<file path="config.mk">
export PLATFORM = sky130hd
export DESIGN_NAME = pwm_generator
export DESIGN_NICKNAME = d
export VERILOG_FILES = /design/src/rtl/pwm_pkg.sv /design/src/rtl/pwm_deadtime.sv /design/src/rtl/pwm_generator.sv
export SDC_FILE = /design/constraint.sdc
export NUM_CORES = 1
export LEC_CHECK = 0
export ABC_AREA = 1
export CORE_ASPECT_RATIO = 1.1
export CORE_MARGIN = 5
export CORE_UTILIZATION = 40
export DETAILED_ROUTE_END_ITERATION = 7
export HOLD_SLACK_MARGIN = 0.05
export PLACE_DENSITY = 0.61
export SLEW_MARGIN = 20
export SYNTH_ARGS = -nofsm -noshare
export SYNTH_HDL_FRONTEND = slang
export SYNTH_SLANG_ARGS = --single-unit
</file>
<file path="constraint.sdc">
create_clock -name clk_in -period 2.9 [get_ports clk_in]
set_input_delay 0.29 -clock clk_in [delete_from_list [all_inputs] [get_ports clk_in]]
set_output_delay 0.29 -clock clk_in [all_outputs]
set_load 0.02 [all_outputs]
</file>
<file path="src/rtl/pwm_pkg.sv">
// pwm_pkg: shared widths, FSM state and config record for the PWM generator
package pwm_pkg;
  localparam int RANGE_PWM_DEF = 12;
  localparam int DEAD_W_DEF = 4;
  typedef enum logic {IDLE, RUN} state_t;
  typedef struct packed {
    logic [RANGE_PWM_DEF-1:0] period;
    logic [RANGE_PWM_DEF-1:0] duty;
    logic [DEAD_W_DEF-1:0]    dead;
  } cfg_t;
endpackage

</file>
<file path="src/rtl/pwm_deadtime.sv">
// pwm_deadtime: complementary PWM pair, turn-on delayed by dead cycles after each raw edge (PWM_DEADTIME_EN only)
`ifdef PWM_DEADTIME_EN
module pwm_deadtime
  import pwm_pkg::*;
#(
  parameter int DEAD_W = DEAD_W_DEF
) (
  input  logic              clk_in,
  input  logic              rst,
  input  logic              en,
  input  logic              pwm_raw,
  input  logic [DEAD_W-1:0] dead,
  output logic              pwm_out,
  output logic              pwm_out_n
);
  logic raw_d, chg, busy;
  logic [DEAD_W-1:0] dc;
  assign chg = pwm_raw ^ raw_d;
  assign busy = chg ? dead != '0 : dc != '0;
  assign pwm_out = pwm_raw & ~busy;
  assign pwm_out_n = en & ~pwm_raw & ~busy;
  always_ff @(posedge clk_in or posedge rst)
    if (rst) begin
      raw_d <= 1'b0;
      dc <= '0;
    end else begin
      raw_d <= pwm_raw;
      dc <= chg ? (dead != '0 ? dead - DEAD_W'(1) : '0) : (dc != '0 ? dc - DEAD_W'(1) : '0);
    end
endmodule
`endif

</file>
<file path="src/rtl/pwm_generator.sv">
// pwm_generator: double-buffered PWM counted on divider ticks; PWM_DEADTIME_EN adds pwm_out_n with dead time
module pwm_generator
  import pwm_pkg::*;
#(
  parameter int RANGE_PWM = RANGE_PWM_DEF
`ifdef PWM_DEADTIME_EN
  , parameter int DEAD_W = DEAD_W_DEF
`endif
) (
  input  logic                 clk_in,
  input  logic                 rst,
  input  logic                 tick_in,
  input  logic                 cfg_valid,
  output logic                 cfg_ready,
  input  logic [RANGE_PWM-1:0] cfg_period,
  input  logic [RANGE_PWM-1:0] cfg_duty,
`ifdef PWM_DEADTIME_EN
  input  logic [DEAD_W-1:0]    cfg_dead,
  output logic                 pwm_out_n,
`endif
  output logic                 pwm_out,
  output logic                 period_done,
  output logic                 active
);
  state_t state, state_n;
  logic s1, s2, s3, tick, pending, xfer, load, wrap, pwm_raw, pwm_n;
  logic [RANGE_PWM-1:0] cnt, cnt_n, per_a, per_n, duty_a, duty_n, sh_per, sh_duty;
  assign tick = s2 & ~s3;
  assign xfer = cfg_valid & ~pending;
  assign cfg_ready = ~pending;
  assign active = state == RUN;
  always_comb begin
    wrap = state == RUN && per_a != '0 && cnt == per_a - RANGE_PWM'(1);
    load = tick && pending && (state == IDLE || wrap);
    per_n = load ? sh_per : per_a;
    duty_n = load ? sh_duty : duty_a;
    cnt_n = state == RUN && !wrap ? cnt + RANGE_PWM'(1) : '0;
    state_n = (state == RUN || load) && per_n != '0 ? RUN : IDLE;
    pwm_n = state_n == RUN && cnt_n < duty_n;
  end
  always_ff @(posedge clk_in or posedge rst)
    if (rst) {s1, s2, s3} <= 3'b000;
    else {s1, s2, s3} <= {tick_in, s1, s2};
  always_ff @(posedge clk_in or posedge rst)
    if (rst) begin
      pending <= 1'b0;
      sh_per <= '0;
      sh_duty <= '0;
    end else begin
      pending <= xfer | (pending & ~load);
      if (xfer) begin
        sh_per <= cfg_period;
        sh_duty <= cfg_duty;
      end
    end
  always_ff @(posedge clk_in or posedge rst)
    if (rst) begin
      state <= IDLE;
      cnt <= '0;
      per_a <= '0;
      duty_a <= '0;
      pwm_raw <= 1'b0;
      period_done <= 1'b0;
    end else begin
      period_done <= tick & wrap;
      if (tick) begin
        state <= state_n;
        cnt <= cnt_n;
        per_a <= per_n;
        duty_a <= duty_n;
        pwm_raw <= pwm_n;
      end
    end
`ifdef PWM_DEADTIME_EN
  logic [DEAD_W-1:0] sh_dead, dead_a;
  always_ff @(posedge clk_in or posedge rst)
    if (rst) begin
      sh_dead <= '0;
      dead_a <= '0;
    end else begin
      if (xfer) sh_dead <= cfg_dead;
      if (load) dead_a <= sh_dead;
    end
  pwm_deadtime #(.DEAD_W(DEAD_W)) u_deadtime (
    .clk_in    (clk_in),
    .rst       (rst),
    .en        (active),
    .pwm_raw   (pwm_raw),
    .dead      (dead_a),
    .pwm_out   (pwm_out),
    .pwm_out_n (pwm_out_n)
  );
`else
  assign pwm_out = pwm_raw;
`endif
endmodule

</file>
# ---- Word-level counts from Yosys, hierarchy flattened
# Cells that the tools add are included.
dict set report word_totals {
  reg_bits 67
  in_bits 28
  output_inout_bits 4
  word_cells 41
}
dict set report classes {
  n_addsub 2
  order_cmp 1
  eq_ne 1
  n_mux 4
  n_bitwise 9
  reduce_logical 12
}
# op count
set ops {}
lappend ops {{$mux W12} 3}
lappend ops {{$reduce_bool A12 Y1} 2}
lappend ops {{$add A12 B1 Y12 const B} 1}
lappend ops {{$eq A12 B12 Y1} 1}
lappend ops {{$lt A12 B12 Y1} 1}
lappend ops {{$sub A12 B1 Y12 const B} 1}
lappend ops {{$logic_and A1 B1 Y1} 7}
lappend ops {{$and A1 B1 Y1} 4}
lappend ops {{$not A1 Y1} 4}
lappend ops {{$logic_or A1 B1 Y1} 2}
lappend ops {{$logic_not A1 Y1} 1}
lappend ops {{$mux W1} 1}
lappend ops {{$or A1 B1 Y1} 1}

# ---- Longest topological paths before layout
dict set report logic_depth {
  ltp_word 10
  mapped_depth 25
  ltp_nobuf 23
}

# ---- Worst setup path after synthesis
# OpenSTA, ideal clock, no wires.
dict set report synth_path {
  kind {register to register}
  start {register per_a[0]}
  end {register pwm_raw, in the netlist pwm_out}
  setup_ps 74
  t_arrival_ps 2988
  t_required_ps 2826
  slack_ps -162
  path_stages_with_launch 25
  synth_period_minus_slack_ps 3062
  cell_sequence {dfrtp_1 -> inv_2 -> ha_1 -> nand2_1 -> inv_1 -> nor2_1 -> nand2_1 -> a21oi_1 -> nand2_1 -> nor2_1 -> nand2_1 -> o21bai_2 -> nand2_2 -> buf_6 -> inv_2 -> clkbuf_1 -> or2_2 -> o21ai_1 -> ha_1 -> a21oi_1 -> nor2_1 -> a211oi_1 -> o221a_2 -> nand3_1 -> o21ai_2}
}
dict set report synth_via {
  elab_chain_cells 10
}
# element line
set synth_rtl {}
lappend synth_rtl {{start, declared} pwm_generator.sv:27} ;# logic [RANGE_PWM-1:0] cnt, cnt_n, per_a, per_n, duty_a, duty_n, sh_per, sh_duty;
lappend synth_rtl {{start signal, assigned} pwm_generator.sv:69} ;# per_a <= per_n;
lappend synth_rtl {{parallel branches: the longest is 9 deep, another holds $sub A12 B1 Y12} --}
lappend synth_rtl {{$logic_and A1 B1 Y1 *} pwm_generator.sv:39} ;# pwm_n = state_n == RUN && cnt_n < duty_n;
lappend synth_rtl {{end signal, assigned} pwm_generator.sv:71} ;# pwm_raw <= pwm_n;
lappend synth_rtl {{end, declared} pwm_generator.sv:26} ;# logic s1, s2, s3, tick, pending, xfer, load, wrap, pwm_raw, pwm_n;
# Every way passes the cells marked *.
# A chain may end at the register's enable or synchronous reset.

# ---- Final worst setup path
# Ends and elaborated chain as after synthesis.

==> impl_metrics.csv <==
group,metric,value,unit
worst_hold_path,hold_class,"in -> async",
timing,hold_viol_final,0,
power_and_ir_drop,p_seq_frac,0.386,
synthesis,synth_cell_types,30,
timing,drv_slew,0,
synthesis,synth_ff_type,"dfrtp_1",
setup_path,cp.required,3.19,ns
run,drv_cap,0,
timing,post-route-period-util,1.009,
clock_tree,htreeDepth,3,
clock_tree,numCtsBuffers,9,
synthesis,syn_nets,507,
setup_path,crit_path_end_kind,"flip-flop",
setup_path,cp_slowest_stage_delay,0.39,ns
clock_tree,clock_sinks,67,
synthesis,synth.avg_cell_area,7.903,um^2
timing,setup_viol,1,
routing,routedWlPerCell,12.74,um
run_status,status,"finished, violations left",
power_and_ir_drop,combPwrFrac,0.359,
floorplanning,ios,32,
grt,track_usage,0.1581,
grt,antenna_found_initial,0,
timing,max_slew_margin,0.5560,
power_and_ir_drop,switchingPower,1.319,mW
final_layout,drive_above_1_share,0.1740,
setup_path,crit_type,"reg -> reg",
floorplanning,die_x,101.4,um
clock_tree,clock_latency,0.35,ns
synthesis,netlist_area,3675,um^2
clock_tree,clk_pin_slew,0.08,ns
final_layout,filler_cell_count,844,
timing,worstMarginPinSlew,0.6650,ns
routing,vias,2978,
grt,grt_first_pass_wirelength,14120,um
setup_path,cp_slowest_cell,"dfrtp_1",
clock_tree,holdBufCountCts,0,
floorplanning,initial_core_util,0.4120,
floorplanning,coreArea,8919,um^2
grt,overflow,0,
routing,final_antenna_net_count,0,
synthesis,yosys_warnings,0,
timing,setup_slack,-0.02654,ns
final_layout,multiInputGateArea,1738,um^2
final_layout,final_cell_mix,"nand2_1, inv_1, dfrtp_1, nor2_1, clkdlybuf4s50_1",
power_and_ir_drop,powerDensity,824.8,nW/um^2
timing,finalSetupTns,-0.02654,ns
routing,firstDrtPassIters,4,
routing,wl,8118,um
clock_tree,cts_tree,"yes",
power_and_ir_drop,switching_share,0.3465,
synthesis,synth_edf_count,0,
power_and_ir_drop,p_int,2.488,mW
setup_path,cp_max_fo,7,
setup_path,start_kind,"flip-flop",
power_and_ir_drop,clockPowerShare,0.255,
final_layout,antennaDiodeCount,0,
setup_path,crit_chain,"inv_2 -> buf_4 -> ha_1 -> nand2_1 -> nor2_1 -> nand3b_1 -> nand2_1 -> nor2_1 -> nand3_1 -> o21bai_4 -> nand2_4 -> inv_4 -> or2_2 -> o21ai_4 -> ha_4 -> a21oi_2 -> nor2_1 -> a211oi_2 -> o221a_2 -> nand3_1 -> o21ai_2",
setup_path,cpMostUsedCell,"nor2_1",
setup_path,critPathArrivalTime,3.21,ns
timing,min_period,2.927,ns
timing,grt_setup_unrepaired,"yes",
synthesis,synth-async-reset-ratio,1.000,
placement,gp_congestion,0.8940,
run_status,violations,"negative setup slack",
power_and_ir_drop,total_power,3.807,mW
floorplanning,rows,36,
placement,pre_cts_slack,-0.1819,ns
timing,clock.fmax,341.7,MHz
synthesis,synthCells,465,
clock_tree,clockBufferDepth,2,
grt,grt_pass1_vias,3076,
placement,port-buffer-count,31,
floorplanning,fp.dieH,110.5,um
final_layout,regArea,1677,um^2
clock_tree,cts_root_buffer,"clkbuf_8",
setup_path,rr_worst_depth,21,
routing,drc_errors,0,
synthesis,ys_ff_latch,67,
grt,grt_max_degree,40,
timing,finClkSkew,0.006578,ns
power_and_ir_drop,p_leak,2.213,nW
final_layout,nets,560,
power_and_ir_drop,peakVddDrop,0.0003563,V
final_layout,area_delta_synth_final,25.60,%
floorplanning,die_area,11210,um^2
final_layout,layout_commonest_cell,"nand2_1",
placement,dp_hpwl,6075,um
routing,via_per_inst,4.675,
routing,drtIter0Drc,111,
synthesis,synth_seq_area_share,0.4562,
## layout make-up
cell class              count  share of cell area
multi-input cells         305              0.3765
flip-flops and latches     67              0.3632
repair buffers             54              0.1090
inverters                  81             0.06641
well taps                 114             0.03090
clock buffers              10             0.02982
clock inverters             6             0.02413
## worst max-delay path: cells and delay by family (launching register included)
family | cells | cell delay (ns)
simple gates | 10 | 1.05
compound gates | 6 | 0.79
fa+ha+maj | 2 | 0.37
buf+inv | 3 | 0.28
flops | 1 | 0.39
## routing by layer
layer  vias to the layer above  share of wire  track usage
li1                       1546              -            -
met1                      1364           0.48       0.2154
met2                        50           0.46       0.2382
met3                        18          0.032      0.03468
met4                         0          0.027      0.07092
met5                         -              0            0
## per-stage QoR
step,instance area (um^2),utilization,cells,hold WS (ns)
after CTS,4501,0.5046,635,0.3582
final,4616,0.5175,637,0.3520
after floorplan,3679,-,465,0.3214
after detailed placement,4230,0.4743,618,0.3412
after global placement,4230,0.4743,618,0.3332
after global routing,4616,0.5175,637,0.3661
## final timing paths
path                           from        end  slack [ns]
hold reg to reg                  s1         s2        0.36
max in group asynchronous       rst  duty_a[3]        1.91
hold / removal                  rst  sh_per[6]        0.35
setup reg to reg           per_a[0]    pwm_out       -0.03
setup / recovery           per_a[0]    pwm_out       -0.03
min in group clk_in              s1         s2        0.36
## cell families (layout without fill, tap and decap cells)
| logic type | Yosys count | in the layout | synth area share |
|---|---|---|---|
| flip-flops | 67 | 67 | 0.4562 |
| XOR/XNOR | 14 | 14 | 0.03337 |
| multiplexers | 13 | 13 | 0.03984 |
| AND/OR/NAND/NOR | 207 | 207 | 0.2397 |
| AO/OA/AOI/OAI | 57 | 57 | 0.08342 |
| buffers and inverters | 93 | 151 | 0.09976 |
| adder cells (fa/ha/maj) | 14 | 14 | 0.04767 |
## registers in the layout, indices dropped and copies added, names as in the netlist
| signal | count |
|---|---|
| per_a | 12 |
| s2 | 1 |
| duty_a | 12 |
| cnt | 12 |
| pending | 1 |
| sh_per | 12 |
| pwm_out | 1 |
| active | 1 |
| s1 | 1 |
| s3 | 1 |
| sh_duty | 12 |
| period_done | 1 |
## power by group through the flow
| stage | Clock, mW | Combinational [mW] | Sequential (mW) |
|---|---|---|---|
| after floorplan | 0 | 0.920 | 1.43 |
| after global placement | 0 | 1.25 | 1.47 |
| after detailed placement | 0 | 1.28 | 1.47 |
| after CTS | 0.995 | 1.30 | 1.46 |
| after global routing | 1.04 | 1.58 | 1.51 |
| final | 0.972 | 1.37 | 1.47 |
## cells in the mapped netlist (2+ instances only)
master	n	area, um^2
nor2_2	2	12.51
nand3b_1	4	30.03
inv_2	4	15.01
xnor2_1	6	52.55
o21ai_0	20	100.1
o21ai_1	11	55.05
mux2_2	13	146.4
a21oi_1	21	105.1
buf_2	2	10.01
buf_6	2	22.52
dfrtp_1	67	1677
inv_1	77	289.0
nand3_1	18	90.09
nand2_1	113	424.2
clkbuf_1	8	30.03
xor2_1	8	70.07
or2_2	10	62.56
nor3_1	7	35.03
ha_1	14	175.2
nand3_2	2	20.02
nor2_1	47	176.4
## what timing repair did
item                                    4_1_cts  5_1_grt
endpoints found under the setup margin        1        2
setup buffers                                 1        2
pin swaps                                     1        7
gates resized for setup                       6       22
Note: power is estimated with default switching activity, not from simulation.
